`src/rtl/rf_write_arbiter.sv`:
```
// rf_write_arbiter
// ----------------
// Merges the CPU writeback stage and the DMA register-load channel onto the
// single RegisterFile write port. CPU writes always win. DMA writes are queued
// in a DEPTH-entry FIFO and drained on cycles where the CPU does not write.
// The output stage is registered, so a selected write reaches rf_* one cycle later.
//
// Optional feature: define RF_ARB_STARVE_GUARD_EN to add the starvation guard.
// After STARVE_MAX consecutive CPU-won cycles with DMA pending, the guard
// stalls the CPU (cpu_stall) for one cycle and forces a DMA slot. Without the
// macro, cpu_stall is tied to 0.
//
// Ports:
//   clk, rst                       clock (rising edge), async active-high reset
//   cpu_we/cpu_addr/cpu_data       CPU writeback request
//   dma_valid/dma_ready            DMA push handshake (valid & ready = push)
//   dma_addr/dma_data              DMA write payload
//   rf_we/rf_addr/rf_data          registered RegisterFile write port
//   dma_pending                    FIFO occupancy
//   cpu_stall                      CPU must hold its writeback this cycle
module rf_write_arbiter #(
    parameter int DEPTH      = 4,
    parameter int AW         = 5,
    parameter int DW         = 32,
    parameter int STARVE_MAX = 8
) (
    input  logic                       clk,
    input  logic                       rst,
    input  logic                       cpu_we,
    input  logic [AW-1:0]              cpu_addr,
    input  logic [DW-1:0]              cpu_data,
    input  logic                       dma_valid,
    output logic                       dma_ready,
    input  logic [AW-1:0]              dma_addr,
    input  logic [DW-1:0]              dma_data,
    output logic                       rf_we,
    output logic [AW-1:0]              rf_addr,
    output logic [DW-1:0]              rf_data,
    output logic [$clog2(DEPTH):0]     dma_pending,
    output logic                       cpu_stall
);

    localparam int PW = $clog2(DEPTH);
    localparam int CW = PW + 1;

    logic [AW-1:0] addr_mem_q [DEPTH];
    logic [DW-1:0] data_mem_q [DEPTH];
    logic [PW-1:0] wr_ptr_q, wr_ptr_d;
    logic [PW-1:0] rd_ptr_q, rd_ptr_d;
    logic [CW-1:0] count_q, count_d;
    // Holds dma_ready low during reset and for the cycle in which reset releases.
    logic          ready_en_q;
    logic          rf_we_q, rf_we_d;
    logic [AW-1:0] rf_addr_q, rf_addr_d;
    logic [DW-1:0] rf_data_q, rf_data_d;

    logic fifo_empty_s;
    logic ready_s;
    logic push_s;
    logic pop_s;
    logic stall_s;

`ifdef RF_ARB_STARVE_GUARD_EN
    localparam int SW = $clog2(STARVE_MAX + 1);
    logic [SW-1:0] starve_q, starve_d;
`endif

    // Selection, FIFO bookkeeping and next-state computation.
    always_comb begin
        fifo_empty_s = (count_q == {CW{1'b0}});
        ready_s      = ready_en_q && (count_q < CW'(DEPTH));
        push_s       = dma_valid && ready_s;
        stall_s      = 1'b0;
`ifdef RF_ARB_STARVE_GUARD_EN
        stall_s      = cpu_we && !fifo_empty_s && (starve_q == SW'(STARVE_MAX));
`endif
        // Pop uses registered occupancy only, so an entry pushed this cycle
        // can never fall through to the output.
        pop_s = !fifo_empty_s && (!cpu_we || stall_s);

        if (cpu_we && !stall_s) begin
            rf_we_d   = 1'b1;
            rf_addr_d = cpu_addr;
            rf_data_d = cpu_data;
        end else if (pop_s) begin
            rf_we_d   = 1'b1;
            rf_addr_d = addr_mem_q[rd_ptr_q];
            rf_data_d = data_mem_q[rd_ptr_q];
        end else begin
            rf_we_d   = 1'b0;
            rf_addr_d = rf_addr_q;
            rf_data_d = rf_data_q;
        end

        wr_ptr_d = push_s ? (wr_ptr_q + PW'(1)) : wr_ptr_q;
        rd_ptr_d = pop_s  ? (rd_ptr_q + PW'(1)) : rd_ptr_q;

        case ({push_s, pop_s})
            2'b10:   count_d = count_q + CW'(1);
            2'b01:   count_d = count_q - CW'(1);
            default: count_d = count_q;
        endcase

`ifdef RF_ARB_STARVE_GUARD_EN
        if (fifo_empty_s || pop_s) begin
            starve_d = {SW{1'b0}};
        end else if (cpu_we) begin
            starve_d = starve_q + SW'(1);
        end else begin
            starve_d = starve_q;
        end
`endif
    end

    // Control and output registers; reset drops any in-flight write at once.
    always_ff @(posedge clk or posedge rst) begin
        if (rst) begin
            wr_ptr_q   <= {PW{1'b0}};
            rd_ptr_q   <= {PW{1'b0}};
            count_q    <= {CW{1'b0}};
            ready_en_q <= 1'b0;
            rf_we_q    <= 1'b0;
            rf_addr_q  <= {AW{1'b0}};
            rf_data_q  <= {DW{1'b0}};
        end else begin
            wr_ptr_q   <= wr_ptr_d;
            rd_ptr_q   <= rd_ptr_d;
            count_q    <= count_d;
            ready_en_q <= 1'b1;
            rf_we_q    <= rf_we_d;
            rf_addr_q  <= rf_addr_d;
            rf_data_q  <= rf_data_d;
        end
    end

`ifdef RF_ARB_STARVE_GUARD_EN
    // Starvation counter.
    always_ff @(posedge clk or posedge rst) begin
        if (rst) begin
            starve_q <= {SW{1'b0}};
        end else begin
            starve_q <= starve_d;
        end
    end
`endif

    // FIFO storage; no reset needed because occupancy gates every read.
    always_ff @(posedge clk) begin
        if (push_s) begin
            addr_mem_q[wr_ptr_q] <= dma_addr;
            data_mem_q[wr_ptr_q] <= dma_data;
        end
    end

    assign dma_ready   = ready_s;
    assign rf_we       = rf_we_q;
    assign rf_addr     = rf_addr_q;
    assign rf_data     = rf_data_q;
    assign dma_pending = count_q;
    assign cpu_stall   = stall_s;

endmodule
```
`config.mk`:
```
export PLATFORM = sky130hd
export DESIGN_NAME = rf_write_arbiter
export DESIGN_NICKNAME = d
export VERILOG_FILES = /design/src/rtl/rf_write_arbiter.sv
export SDC_FILE = /design/constraint.sdc
export NUM_CORES = 1
export LEC_CHECK = 0
export CELL_PAD_IN_SITES_DETAIL_PLACEMENT = 1
export CELL_PAD_IN_SITES_GLOBAL_PLACEMENT = 1
export CORE_MARGIN = 5
export CORE_UTILIZATION = 45
export DETAILED_ROUTE_END_ITERATION = 6
export PLACE_DENSITY = 0.86
export SLEW_MARGIN = 15
export SYNTH_ARGS = -nofsm -noshare
export SYNTH_HDL_FRONTEND = slang
export SYNTH_SLANG_ARGS = --single-unit
export TNS_END_PERCENT = 50
```
`constraint.sdc`:
```
create_clock -name clk -period 2.95 [get_ports clk]
set_input_delay 0.59 -clock clk [delete_from_list [all_inputs] [get_ports clk]]
set_output_delay 0.59 -clock clk [all_outputs]
set_load 0.02 [all_outputs]
```
## Word-level counts from Yosys, hierarchy flattened

Memories as Yosys holds them, arrays and structs flattened.
Cells that the tools add are included.

| storage, ports and cells | value |
|---|---|
| flip-flop bits (word level) | 46 |
| bits in writable memories | 148 |
| bits of input ports | 78 |
| output and inout port bits | 43 |
| logic and storage cells | 33 |
| memories kept | 2 |

Memory list:

| memory | depth | bits a word | read ports | clocked after memory_dff | write ports | line | text |
|---|---|---|---|---|---|---|---|
| data_mem_q | 4 | 32 | 1 | 0 | 1 | 47 | `logic [DW-1:0] data_mem_q [DEPTH];` |
| addr_mem_q | 4 | 5 | 1 | 0 | 1 | 46 | `logic [AW-1:0] addr_mem_q [DEPTH];` |

| cells by class | value |
|---|---|
| add/subtract/negate cells | 4 |
| order comparisons | 1 |
| equality and inequality tests | 2 |
| multiplexer cells | 9 |
| reductions and logical operators | 8 |

Operators with widths:

| kind | number |
|---|---|
| 32-bit two-way mux | 2 |
| 5-bit two-way mux | 2 |
| 3-bit one-hot mux with 2 select lines | 1 |
| 2-bit by 1-bit adder with 2-bit output (second input constant) | 2 |
| 1-bit two-way mux | 4 |
| 2-bit nonzero test | 2 |
| 3-bit by 1-bit adder with 3-bit output (second input constant) | 1 |
| 1-bit logical AND | 3 |
| 3-bit logical NOT | 1 |
| 3-bit < comparator (second input constant) | 1 |
| 3-bit by 1-bit subtractor with 3-bit output (second input constant) | 1 |
| 2-bit by 1-bit == test with 1-bit output (second input constant) | 1 |
| 2-bit == test (second input constant) | 1 |
| 1-bit logical NOT | 2 |

## Depth between registers and ports, before layout

Gate-level depths: netlist of the first run.

| depth | value |
|---|---|
| depth after elaboration | 5 |
| depth in mapped cells | 10 |
| gate-level depth less buffers | 8 |

## Worst setup path before layout of the first run

Ideal clock, no wire load.

| timing | value |
|---|---|
| path type | register to register |
| start | register count_q[2], in the netlist dma_pending[2] |
| end | memory addr_mem_q[0][0], enable pin |
| setup time | 0.398 ns |
| arrival | 2.009 ns |
| data required time | 2.552 ns |
| slack | 0.543 ns |
| cell stages (with the launch flop) | 3 |
| buffers on the path | 0 |
| period minus slack after synthesis | 2.407 ns |
| path through | dfrtp_1 -> nor2b_1 -> and3_1 |

| on the way | value |
|---|---|
| longest elaborated chain between the ends | 5 |

Ends and longest elaborated chain:

| what | line | text |
|---|---|---|
| start, declared | 50 | `logic [CW-1:0] count_q, count_d;` |
| start signal, assigned | 120 | `count_q <= {CW{1'b0}};` |
| start signal, assigned | 128 | `count_q <= count_d;` |
| 3-bit < comparator | 71 | `ready_s = ready_en_q && (count_q < CW'(DEPTH));` |
| 1-bit logical AND | 71 |  |
| named net dma_ready | 33 | `output logic dma_ready,` |
| 1-bit logical AND | 72 | `push_s = dma_valid && ready_s;` |
| 1-bit two-way mux | 149 | `if (push_s) begin` |
| 1-bit two-way mux (not written as such) | 150 | `addr_mem_q[wr_ptr_q] <= dma_addr;` |
| end, declared | 46 |  |

The timed path passes the listed nets, and every way through them passes these cells.

## Final worst setup path of the first run

| timing | value |
|---|---|
| start | register count_q[2], in the netlist dma_pending[2] |
| end | output port dma_ready |

| on the way | value |
|---|---|
| longest elaborated chain between the ends | 2 |

Ends and longest elaborated chain:

| what | line |
|---|---|
| 3-bit < comparator | 71 |
| 1-bit logical AND | 71 |
| end, declared | 33 |

Every way passes these cells.

==> flow_metrics.env, run 1 <==
export IMPL_status="complete, no violations"
export IMPL_layout_drive_gt1_share_pct=17.05
export IMPL_drt_initial_drc_count=375
export IMPL_gr_usage_all_layers_pct=18.65
export IMPL_cp_top_family="buffers and inverters"
export IMPL_cp_num_buf_inv=1
export IMPL_hold_buffers=0
export IMPL_power_density_cell_area_mw_per_mm2=864.9
export IMPL_route_met2_wl_mm=9.105
export IMPL_cts_sinks=194
export IMPL_avgSynthCellArea_um2=19.36
export IMPL_fin_util_pct=57.72
export IMPL_synth_seq_cells=194
export IMPL_power_leakage_nw=3.332
export IMPL_skew_ns=0.007099
export IMPL_drtPass1Iterations=4
export IMPL_worstMarginPinSlew_ns=0.7718
export IMPL_dieArea_mm2=0.01919
export IMPL_initial_core_util_pct=45.31
export IMPL_dr_max_layer_used="met5"
export IMPL_viasPerCell=5.337
export IMPL_layout_min_cycle_time_ns=2.509
export IMPL_cts_resized_gates=0
export IMPL_crit_slowest_cell="clkdlybuf4s50_1"
export IMPL_arrival_ns=1.92
export IMPL_end_kind="output port"
export IMPL_diodes=0
export IMPL_ff2ff_setup_slack_ns=0.73
export IMPL_async_reset_ff_share_pct=23.71
export IMPL_path_cells="nor2b_1 > clkdlybuf4s50_1"
export IMPL_synthTopCellsByCount="148 x edfxtp_1, 46 x dfrtp_1, 37 x mux4_2, 31 x inv_1, 26 x a22oi_1"
export IMPL_synth_nets=468
export IMPL_ys_types=29
export IMPL_synthDominantCellAreaShare_pct=59.79
export IMPL_setup_viol=0
export IMPL_finalPower_mw=8.191
export IMPL_cts_root_buf="clkbuf_16"
export IMPL_gp_congestion=0.7826
export IMPL_yosysWarnings=0
export IMPL_final_nets=600
export IMPL_drv_cap=0
export IMPL_worstPathMaxFanout=6
export IMPL_critPathLaunchType="register"
export IMPL_reg2reg_from="dma_pending[2]"
export IMPL_core_area_mm2=0.01641
export IMPL_numPortBuffers=119
export IMPL_cp_required_ns=2.36
export IMPL_ios=121
export IMPL_antenna_found_initial=1
export IMPL_ir_drop_mv=0.5052
export IMPL_grt_pass1_vias=4646
export IMPL_grt_max_degree=39
export IMPL_wl_met3_um=965
export IMPL_cts_max_path_buffers=2
export IMPL_hold_viol=0
export IMPL_rsz0062_at_grt="false"
export IMPL_synth_edff_count=148
export IMPL_synth_top_cells_by_area="edfxtp_1 60%, dfrtp_1 15%, mux4_2 11%, a22oi_1 2.6%, inv_1 1.6%"
export IMPL_htreeDepth=4
export IMPL_syn_area_mm2=0.007433
export IMPL_synth_seq_area_share_pct=75.27
export IMPL_r2r_cells=8
export IMPL_fin_cells=748
export IMPL_syn_to_final_growth_pct=27.40
export IMPL_hp_class="in -> async"
export IMPL_yosysMostFrequentCell="edfxtp_1"
export IMPL_multi_input_area_mm2=0.001603
export IMPL_grt_pass1_wl_mm=27.39
export IMPL_final_max_slew_violation_count=0
export IMPL_setup_tns_ns=0
export IMPL_vias=3992
export IMPL_dpl_hpwl_mm=12.01
export IMPL_cts_tree="done"
export IMPL_max_freq_ghz=0.3986
export IMPL_seqCellArea_mm2=0.005598
export IMPL_overflow=0
export IMPL_postSynthCellCount=384
export IMPL_cts_clk_slew_worst_paths_ns=0.06
export IMPL_fp_row_count=47
export IMPL_fill_cells=1458
export IMPL_synth_top_area_cell="edfxtp_1"
export IMPL_path_class="reg -> out"
export IMPL_cts_made_buffers=17
export IMPL_post_cts_buffers=0
export IMPL_drc=0
export IMPL_rr_endpoint="dma_pending[2]"
export IMPL_routed_wl_mm=17.25
export IMPL_post_route_period_util_pct=85.05
export IMPL_clkLatencyLatePin_ns=0.42
export IMPL_worst_hold_slack_ns=0.5044
export IMPL_placedCellCount=717
export IMPL_final_antenna_net_count=0
export IMPL_wl_met1_mm=6.783
export IMPL_wire_per_inst_um=23.06
export IMPL_die_y_um=138.5
export IMPL_cpPeakStageDelay_ns=0.72
export IMPL_die_w_um=138.5
export IMPL_synthFlopType="edfxtp_1"
export IMPL_slew_headroom_pct=48.55
state kept, by name, indices dropped and copies added, names as in the netlist:
name,flops
data_mem_q,128
rf_data,32
addr_mem_q,20
rf_addr,5
dma_pending,3
rd_ptr_q,2
wr_ptr_q,2
ready_en_q,1
rf_we,1
routing by layer:
layer	up-vias	global-route usage, %
met5	-	0
met4	2	6.032
met3	32	5.007
met2	123	32.50
met1	2071	22.72
li1	1764	-
metrics by stage:
step | setup slack, ns | instance area, um2
finish | 0.4410 | 9470
global route | 0.3177 | 9470
CTS | 0.4075 | 9470
detailed placement | 0.4067 | 8925
global placement | 0.4883 | 8925
floorplan | 0.5430 | 7433
logic make-up after synthesis:
family / Yosys count / synth area share [%]
flip-flops: 194 / 75.27
AO/OA/AOI/OAI: 63 / 6.043
buffers and inverters: 52 / 3.232
multiplexers: 39 / 11.51
AND/OR/NAND/NOR: 22 / 2.020
adder cells (fa/ha/maj): 6 / 1.111
XOR/XNOR: 6 / 0.7069
other: 2 / 0.1010
worst register-to-register path: cells and delay by family (launching register included):
kind	cells	cell delay, ns
xor+xnor	2	0.30
fa+ha+maj	2	0.62
buf+inv	1	0.07
flops	1	0.47
simple gates	3	0.69
cell usage in the layout (no fill, tap or decap), types with 2 or more instances in the layout:
cell             synthesis  routed
inv_2                    1       2
buf_12                   0       3
xnor2_1                  4       4
mux4_2                  37      37
dfrtp_2                  0       2
clkinv_2                 0       4
clkinv_1                 0       2
bufinv_16                0       2
conb_1                   2       2
o221a_2                  2       2
clkdlybuf4s50_1          0     118
clkbuf_16                0      17
o221a_1                  9       9
edfxtp_1               148     148
o21ai_0                 18      18
o21ai_1                  8       8
mux2_2                   2       2
xor2_1                   2       2
clkbuf_1                 7       5
dfrtp_1                 46      44
nand2b_1                11      11
ha_1                     5       5
inv_1                   31      30
a22oi_1                 26      26
and3_2                   0       4
buf_4                    4      11
how the worst max path moves through the flow:
stage	startpoint	to	slack (ns)	cells past startpoint
after floorplan	dma_pending[2]	addr_mem_q[0][0]	0.54	2
after detailed placement	dma_valid	dma_pending[2]	0.41	8
final	dma_pending[2]	dma_ready	0.44	2
after global routing	dma_pending[2]	dma_ready	0.32	2
after CTS	dma_pending[2]	dma_ready	0.41	2
after global placement	dma_valid	dma_pending[2]	0.49	8
where the power goes:
group | internal, mW | switching, mW | total, mW | leakage [nW]
clock | 1.26 | 0.908 | 2.16 | 0.270
sequential | 3.35 | 0.367 | 3.72 | 1.87
combinational | 1.20 | 1.11 | 2.31 | 1.19
area by class of cell:
class / count / area share [%]
Sequential cell: 194 / 59.11
Inverter: 32 / 1.268
Clock buffer: 23 / 4.836
Tap cell: 220 / 2.907
Clock inverter: 8 / 0.9248
Multi-Input combinational cell: 138 / 16.92
Timing Repair Buffer: 133 / 14.03
No activity file was read; power rests on OpenSTA's default activity.
==> inputs of run 2 (changes only) <==
--- a/config.mk
+++ b/config.mk
@@ -5,6 +5,7 @@
 export SDC_FILE = /design/constraint.sdc
 export NUM_CORES = 1
 export LEC_CHECK = 0
+export CAP_MARGIN = 20
 export CELL_PAD_IN_SITES_DETAIL_PLACEMENT = 1
 export CELL_PAD_IN_SITES_GLOBAL_PLACEMENT = 1
 export CORE_MARGIN = 5
==> results of run 2 <==
Final layout, timing and power as in run 1 (identical DEF).
